### src/rtl/wr_fifo_arb.sv
`default_nettype none
// ============================================================================
// Module   : wr_fifo_arb
// Purpose  : Round-robin arbiter sharing one FIFO write port among NUM_REQ
//            requesters. A grant lasts until the requester's last-beat flag
//            or MAX_BURST beats, whichever is first. Writes are gated by
//            fifo_full. Each written word carries the source requester ID.
// Ports    : clk, rst_n (async, active-low), sync_rst_n (sync, active-low)
//            req_valid/req_data/req_last  per-requester beat inputs
//            req_ready                    per-requester accept (one-hot/zero)
//            fifo_full                    FIFO write-side full flag
//            fifo_wr_en/fifo_wr_data      FIFO write, {grant_id, last, data}
//            busy                         burst in progress
// Options  : WR_ARB_STALL_CNT_EN adds stall_clr input and 16-bit stall_cnt
//            output (saturating count of full-blocked burst cycles).
// Revision : 1.0 - initial release
// ============================================================================
module wr_fifo_arb #(
  parameter int  NUM_REQ   = 4,
  parameter int  DATA_WDTH = 8,
  parameter int  MAX_BURST = 4,
  localparam int ID_WDTH   = $clog2(NUM_REQ)
) (
  input  logic                           clk,
  input  logic                           rst_n,
  input  logic                           sync_rst_n,
  input  logic [NUM_REQ-1:0]             req_valid,
  input  logic [NUM_REQ*DATA_WDTH-1:0]   req_data,
  input  logic [NUM_REQ-1:0]             req_last,
  output logic [NUM_REQ-1:0]             req_ready,
  input  logic                           fifo_full,
  output logic                           fifo_wr_en,
  output logic [ID_WDTH+DATA_WDTH:0]     fifo_wr_data,
`ifdef WR_ARB_STALL_CNT_EN
  input  logic                           stall_clr,
  output logic [15:0]                    stall_cnt,
`endif
  output logic                           busy
);

  localparam int                CNT_WDTH    = $clog2(MAX_BURST) + 1;
  localparam logic [CNT_WDTH-1:0] LAST_BEAT = CNT_WDTH'(MAX_BURST - 1);

  typedef enum logic [0:0] {
    IDLE  = 1'b0,
    BURST = 1'b1
  } state_t;

  state_t               r_state;
  state_t               w_state_nxt;
  logic [ID_WDTH-1:0]   r_grant_id;
  logic [ID_WDTH-1:0]   w_grant_nxt;
  logic [CNT_WDTH-1:0]  r_beat_cnt;
  logic [CNT_WDTH-1:0]  w_cnt_nxt;
  logic [ID_WDTH-1:0]   r_rr_ptr;
  logic [ID_WDTH-1:0]   w_rr_nxt;

  logic                 w_active;
  logic                 w_burst;
  logic                 w_xfer;
  logic                 w_found;
  logic [ID_WDTH-1:0]   w_idx;
  logic [ID_WDTH-1:0]   w_sel;
  logic [DATA_WDTH-1:0] w_data_arr [NUM_REQ];

  // Unpack the flat payload bus so the granted slice is a plain array read.
  for (genvar g = 0; g < NUM_REQ; g++) begin : g_slice
    assign w_data_arr[g] = req_data[g*DATA_WDTH +: DATA_WDTH];
  end

  // Either reset masks the handshake immediately, so a burst interrupted by
  // sync_rst_n performs no write in the reset cycle.
  assign w_active = rst_n & sync_rst_n;
  assign w_burst  = w_active & (r_state == BURST);
  assign w_xfer   = w_burst & req_valid[r_grant_id] & ~fifo_full;

  assign busy         = w_burst;
  assign fifo_wr_en   = w_xfer;
  assign req_ready    = w_xfer ? (NUM_REQ'(1) << r_grant_id) : '0;
  assign fifo_wr_data = {r_grant_id, req_last[r_grant_id], w_data_arr[r_grant_id]};

  // Rotating priority search: first valid requester after rr_ptr, wrapping.
  always_comb begin
    w_found = 1'b0;
    w_sel   = '0;
    w_idx   = '0;
    for (int i = 1; i <= NUM_REQ; i++) begin
      w_idx = ID_WDTH'((int'(r_rr_ptr) + i) % NUM_REQ);
      if (!w_found && req_valid[w_idx]) begin
        w_found = 1'b1;
        w_sel   = w_idx;
      end
    end
  end

  always_comb begin
    w_state_nxt = r_state;
    w_grant_nxt = r_grant_id;
    w_cnt_nxt   = r_beat_cnt;
    w_rr_nxt    = r_rr_ptr;
    case (r_state)
      IDLE: begin
        if (w_found) begin
          w_state_nxt = BURST;
          w_grant_nxt = w_sel;
          w_cnt_nxt   = '0;
        end
      end
      BURST: begin
        if (w_xfer) begin
          if (req_last[r_grant_id] || (r_beat_cnt == LAST_BEAT)) begin
            // Burst ends; a packet cut here resumes on its next grant.
            w_state_nxt = IDLE;
            w_rr_nxt    = r_grant_id;
            w_cnt_nxt   = '0;
          end else begin
            w_cnt_nxt   = r_beat_cnt + 1'b1;
          end
        end
      end
      default: w_state_nxt = IDLE;
    endcase
  end

  always_ff @(posedge clk or negedge rst_n) begin
    if (!rst_n) begin
      r_state    <= IDLE;
      r_grant_id <= '0;
      r_beat_cnt <= '0;
      r_rr_ptr   <= ID_WDTH'(NUM_REQ - 1);
    end else if (!sync_rst_n) begin
      r_state    <= IDLE;
      r_grant_id <= '0;
      r_beat_cnt <= '0;
      r_rr_ptr   <= ID_WDTH'(NUM_REQ - 1);
    end else begin
      r_state    <= w_state_nxt;
      r_grant_id <= w_grant_nxt;
      r_beat_cnt <= w_cnt_nxt;
      r_rr_ptr   <= w_rr_nxt;
    end
  end

`ifdef WR_ARB_STALL_CNT_EN
  logic [15:0] r_stall_cnt;

  always_ff @(posedge clk or negedge rst_n) begin
    if (!rst_n) begin
      r_stall_cnt <= '0;
    end else if (!sync_rst_n || stall_clr) begin
      r_stall_cnt <= '0;
    end else if (w_burst && req_valid[r_grant_id] && fifo_full &&
                 (r_stall_cnt != 16'hFFFF)) begin
      r_stall_cnt <= r_stall_cnt + 16'd1;
    end
  end

  assign stall_cnt = r_stall_cnt;
`endif

endmodule
`default_nettype wire

### config.mk
export PLATFORM = sky130hd
export DESIGN_NAME = wr_fifo_arb
export DESIGN_NICKNAME = d
export VERILOG_FILES = /design/src/rtl/wr_fifo_arb.sv
export SDC_FILE = /design/constraint.sdc
export NUM_CORES = 1
export LEC_CHECK = 0
export CAP_MARGIN = 25
export CORE_AREA = 10 10 60 62
export CTS_BUF_LIST = sky130_fd_sc_hd__clkbuf_16
export CTS_CLUSTER_DIAMETER = 50
export DETAILED_ROUTE_END_ITERATION = 8
export DIE_AREA = 0 0 70 72
export PLACE_DENSITY = 0.85
export SLEW_MARGIN = 10
export SYNTH_ARGS = -nofsm -noshare
export SYNTH_HDL_FRONTEND = slang
export SYNTH_SLANG_ARGS = --single-unit
### constraint.sdc
create_clock -name clk -period 1.85 [get_ports clk]
set_input_delay 0.37 -clock clk [delete_from_list [all_inputs] [get_ports clk]]
set_output_delay 0.37 -clock clk [all_outputs]
set_load 0.005 [all_outputs]
==> results of run 1 <==
power groups by stage:
stage / Combinational, W / Clock [W] / Sequential [W]
after floorplan: 0.000108 / 0 / 0.000191
final: 0.000315 / 0.000371 / 0.000191
after global routing: 0.000336 / 0.000376 / 0.000191
after global placement: 0.000300 / 0 / 0.000193
after CTS: 0.000310 / 0.000370 / 0.000190
after detailed placement: 0.000307 / 0 / 0.000193
layout by cell type (no fill, tap or decap), types with 2 or more instances in the layout:
cell             count
clkdlybuf4s50_1     38
buf_4               18
buf_2               10
buf_6               10
mux4_2               9
dlygate4sd2_1        8
nor2_1               7
inv_1                6
o21ai_0              6
dfrtp_1              5
nor4_1               3
clkbuf_16            3
mux2_4               2
mux2i_1              2
ha_1                 2
dfstp_2              2
final cells by class:
cell class              count  area share, %
repair buffers             85          45.26
multi-input cells          56          34.14
flip-flops and latches      8          12.26
clock buffers               3          4.511
well taps                  30          2.256
inverters                   7          1.579
sequential cells by signal (all words and copies together), names as in the netlist:
name and cells:
r_state 1, r_beat_cnt 3, r_grant_id 2, r_rr_ptr 2
how the worst min path moves through the flow:
stage	from	to
finish	rst_n	r_beat_cnt[0]
CTS	rst_n	r_beat_cnt[0]
global route	rst_n	r_beat_cnt[2]
global placement	r_beat_cnt[2]	r_beat_cnt[2]
detailed placement	r_beat_cnt[2]	r_beat_cnt[2]
floorplan	rst_n	r_beat_cnt[0]
worst reg2reg max path, stage by stage, from the launching register on:
cell and delay (ns):
dfrtp_2 0.37, buf_6 0.10, mux4_2 0.52, nand2_4 0.09, buf_6 0.10, buf_4 0.11
and3_4 0.21, mux2_4 0.31
what timing repair did:
item | CTS | global route
gates resized for setup | 78 | 4
pin swaps | 4 | 1
setup endpoints to repair | 20 | 19
hold endpoints to repair | 0 | 0
buffers inserted | 8 | 0
kinds of logic (layout without fill, tap and decap cells):
kind of cell | count (synthesis) | in the layout | share of synthesized area, %
buf+inv | 12 | 95 | 6.646
simple gates | 24 | 24 | 16.85
fa+ha+maj | 2 | 2 | 3.091
mux | 15 | 15 | 36.32
flops | 8 | 8 | 25.04
compound gates | 15 | 15 | 12.06
per-stage QoR:
| step | hold WS [ns] | instance area [µm²] |
|---|---|---|
| global route | 0.3349 | 1664 |
| finish | 0.3032 | 1664 |
| global placement | 0.4954 | 1555 |
| floorplan | 0.07441 | 809.5 |
| detailed placement | 0.5180 | 1555 |
| CTS | 0.2995 | 1667 |
metal layers:
metal,wire (µm),vias to the layer above,GRT usage [%]
met5,0,-,0
met4,103,0,6.140
met3,342,10,4.354
met2,2197,82,31.72
met1,1541,492,17.00
li1,-,462,-
==> results.json, run 1 <==
{
  "outcome": "finished, violations left",
  "violations": "setup timing",
  "synth_cell_types": 35,
  "cp_num_buf_inv": 3,
  "coreArea_mm2": 0.002432,
  "crit-reg2reg-launch": "r_grant_id[0]",
  "hpwl_um": 3133,
  "avgRoutedWirePerCell_um": 22.13,
  "max_cap_violations": 0,
  "ys.flop_type": "dfrtp_1",
  "regArea_um2": 203.9,
  "start_util_pct": 33.28,
  "tightest_slew_ns": 0.4239,
  "boundaryPins": 61,
  "min_period_ns": 1.944,
  "die_area_mm2": 0.005040,
  "grt_setup_unrepaired": "true",
  "gp_routability_congestion": 0.9048,
  "synth_top_area_share_pct": 22.26,
  "synth_nets": 122,
  "min_path_type": "in2async",
  "clk_pin_slew_ns": 0.04,
  "ys_seq_elements": 8,
  "antenna_found_initial": 0,
  "startpoint": "r_grant_id[0]",
  "drt-total-wl_um": 4183,
  "syn_to_final_growth_pct": 105.6,
  "die_h_um": 72,
  "hold_viol_final": 0,
  "slew_headroom_pct": 71.01,
  "power_density_mw_per_mm2": 526.9,
  "drive_gt1_share_pct": 40.88,
  "cts_buffers": 3,
  "share_clk_of_total_power_pct": 42.3,
  "setup_tns_ns": -0.4115,
  "track_usage_pct": 16.63,
  "period_share_pct": 105.1,
  "slew_violations": 0,
  "ff2ff_path_depth": 7,
  "skew_ns": 0.0003506,
  "drc": 0,
  "cp.depth": 6,
  "preCtsSetupSlack_ns": -0.4497,
  "fin_cells": 189,
  "grt.overflow.total": 0,
  "leakage_nw": 0.7364,
  "rows": 18,
  "critPathTopFamily": "multiplexers",
  "io_buffers": 60,
  "root_buffer": "clkbuf_16",
  "p_seq_share_pct": 21.8,
  "yosys-top-cells-area": "mux4_2, dfrtp_1, dfstp_2",
  "endpoint": "req_ready[0]",
  "dpl.cell_count": 179,
  "seq_area_frac_synth_pct": 25.04,
  "worstPathRequired_ns": 1.48,
  "synth_top_cell_by_area": "mux4_2",
  "synth-async-reset-ratio_pct": 100.0,
  "via_per_inst": 5.534,
  "synth_edf_count": 0,
  "total_power_w": 0.0008768,
  "grt_pass1_wl_um": 6624,
  "synthCells": 76,
  "reg2reg_slack_ns": -0.08,
  "crit_path_top_delay_cell": "mux4_2",
  "fill_cells": 161,
  "vias": 1046,
  "synth.top_cells.by_count": "mux4_2, nor2_1, inv_1",
  "cp-start-kind": "flop",
  "grt_max_degree": 15,
  "crit_type": "reg2out",
  "hold_buffers": 0,
  "synth_warnings": 0,
  "power.internal_w": 0.0006682,
  "comb_power_share_pct": 35.9,
  "clk_latency_ns": 0.23,
  "avgSynthCellArea_um2": 10.65,
  "fp.dieW_um": 70,
  "peakVddDrop_v": 0.0006715,
  "rr_endpoint": "r_beat_cnt[0]",
  "grt_pass1_vias": 1145,
  "multiInputGateArea_um2": 568.0,
  "syn_area_um2": 809.5,
  "cp_max_fo": 3,
  "drt_iter0_drc": 107,
  "antenna_cells": 0,
  "nNetsFinal": 207,
  "fin_util_pct": 68.42,
  "max_stage_delay_ns": 0.52,
  "cts_max_path_buffers": 2,
  "ant_nets": 0,
  "p_sw_share_pct": 23.79,
  "cts_max_level": 1,
  "crit_top_cell": "buf_6",
  "switchingPower_w": 0.0002085,
  "final-setup-viol-count": 7,
  "first_pass_iters": 4,
  "finalWorstSetupSlack_ns": -0.09447,
  "cts_tree": "done",
  "critical_path.cell_chain": "buf_6 > mux4_2 > nand2_4 > buf_6 > nor3_1 > buf_2",
  "worstPathArrival_ns": 1.57,
  "max_freq_mhz": 514.3,
  "critPathCaptureType": "output pin",
  "cts_sinks": 8
}
Power figures use the tool's default switching activity.
==> inputs of run 2 (changes only) <==
--- a/config.mk
+++ b/config.mk
@@ -11,6 +11,7 @@
 export CTS_CLUSTER_DIAMETER = 50
 export DETAILED_ROUTE_END_ITERATION = 8
 export DIE_AREA = 0 0 70 72
+export MAX_ROUTING_LAYER = met4
 export PLACE_DENSITY = 0.85
 export SLEW_MARGIN = 10
 export SYNTH_ARGS = -nofsm -noshare
==> results.json, run 2 (synthesis results as in run 1) <==
{
  "outcome": "finished, violations left",
  "ff2ff_path_depth": 7,
  "drt-total-wl_um": 4204,
  "final-setup-viol-count": 7,
  "cts_max_path_buffers": 2,
  "grt_max_degree": 15,
  "setup_tns_ns": -0.4259,
  "crit_type": "reg2out",
  "gp_routability_congestion": 0.9202,
  "track_usage_pct": 17.14,
  "start_util_pct": 33.28,
  "slew_headroom_pct": 71.49,
  "max_freq_mhz": 513.1,
  "vias": 1049,
  "clk_pin_slew_ns": 0.04,
  "max_cap_violations": 0,
  "grt_pass1_vias": 1143,
  "avgRoutedWirePerCell_um": 22.24,
  "stdcell_area_mm2": 0.001664,
  "critPathTopFamily": "multiplexers",
  "antenna_cells": 0,
  "regMostFlops": "r_beat_cnt",
  "peakVddDrop_v": 0.0006630,
  "max_stage_delay_ns": 0.52,
  "rr_endpoint": "r_beat_cnt[0]",
  "power_density_mw_per_mm2": 526.6,
  "critPathCaptureType": "output pin",
  "crit_path_top_delay_cell": "mux4_2",
  "worstPathRequired_ns": 1.48,
  "min_path_type": "in2async",
  "ant_nets": 0,
  "top_regs": "r_beat_cnt x3, r_grant_id x2, r_rr_ptr x2",
  "nNetsFinal": 207,
  "root_buffer": "clkbuf_16",
  "syn_to_final_growth_pct": 105.6,
  "tightest_slew_ns": 0.4169,
  "min_period_ns": 1.949,
  "violations": "setup timing",
  "clk_latency_ns": 0.23,
  "drt_iter0_drc": 100,
  "via_per_inst": 5.550,
  "finalWorstSetupSlack_ns": -0.09884,
  "cts_sinks": 8,
  "largest_reg_flops": 3,
  "grt_pass1_wl_um": 6624,
  "cp-start-kind": "flop",
  "leakage_nw": 0.7364,
  "coreArea_mm2": 0.002432,
  "crit-reg2reg-launch": "r_grant_id[0]",
  "first_pass_iters": 4,
  "drive_gt1_share_pct": 40.88,
  "antenna_found_initial": 0,
  "boundaryPins": 61,
  "io_buffers": 60,
  "cts_max_level": 1,
  "cp_num_buf_inv": 3,
  "critical_path.cell_chain": "buf_6 > mux4_2 > nand2_4 > buf_6 > nor3_1 > buf_2",
  "cts_buffers": 3,
  "die_area_mm2": 0.005040,
  "worstPathArrival_ns": 1.58,
  "skew_ns": 0.001598,
  "hold_viol_final": 0,
  "reg2reg_slack_ns": -0.08,
  "grt.overflow.total": 0,
  "slew_violations": 0,
  "layout_commonest_cell": "clkdlybuf4s50_1",
  "period_share_pct": 105.3,
  "cp_max_fo": 3,
  "fp.dieW_um": 70,
  "grt_setup_unrepaired": "true",
  "die_h_um": 72,
  "hpwl_um": 3133,
  "rows": 18,
  "placed_area_mm2": 0.001555,
  "hold_buffers": 0,
  "crit_top_cell": "buf_6",
  "mostFrequentLayoutCells": "clkdlybuf4s50_1, buf_4, buf_2, buf_6, mux4_2",
  "drc": 0,
  "cts_tree": "done"
}
run 2: cell counts in the layout (fill, tap and decap cells not counted):
No cell type changed its count.
run 2: routing by layer:
metal / wire length (µm) / global-route usage, %
met1: 1593 / 17.23
met2: 2188 / 31.72
met3: 318 / 4.082
met4: 103 / 6.140
met5: 0 / -
run 2: final cells by class:
type	count	area, µm²
Timing Repair Buffer	85	753.2
Inverter	7	26.28
Sequential cell	8	203.9
Tap cell	30	37.54
Fill cell	161	768.2
Clock buffer	3	75.07
Multi-Input combinational cell	56	568.0
run 2: stage by stage:
stage	hold slack, ns	instances	setup slack [ns]	total power, W	util [%]
6_report	0.3030	189	-0.09884	0.0008764	68.42
2_1_floorplan	0.07441	76	0.1379	0.0002990	-
3_3_place_gp	0.4954	179	-0.4368	0.0004928	63.94
3_5_place_dp	0.5180	179	-0.4497	0.0005004	63.94
5_1_grt	0.3349	189	-0.1363	0.0009039	68.42
4_1_cts	0.2995	190	-0.1091	0.0008697	68.52
run 2: power breakdown:
part	leakage [nW]	internal [W]	switching [W]
clock network	0.0370	0.000279	0.0000912
logic	0.600	0.000205	0.000110
registers	0.0997	0.000184	0.00000708
run 2: worst max path at each step:
stage,cells after the start,start,slack [ns],end
2_1_floorplan,5,r_grant_id[0],0.14,r_beat_cnt[0]
3_3_place_gp,5,req_valid[3],-0.44,req_ready[2]
3_5_place_dp,5,req_valid[3],-0.45,req_ready[2]
4_1_cts,6,r_grant_id[0],-0.11,req_ready[0]
5_1_grt,6,r_grant_id[0],-0.14,req_ready[0]
6_report,6,r_grant_id[0],-0.1,req_ready[0]
run 2: what timing repair did:
item,in CTS,in global routing
pin swaps,4,1
gates resized for setup,78,4
gates cloned,0,0
setup buffers,8,0
endpoints found under the setup margin,20,19
run 2: worst min-delay path, cell delays in order:
cell and delay [ns]:
dlygate4sd2_1 0.23, buf_6 0.11, buf_4 0.16
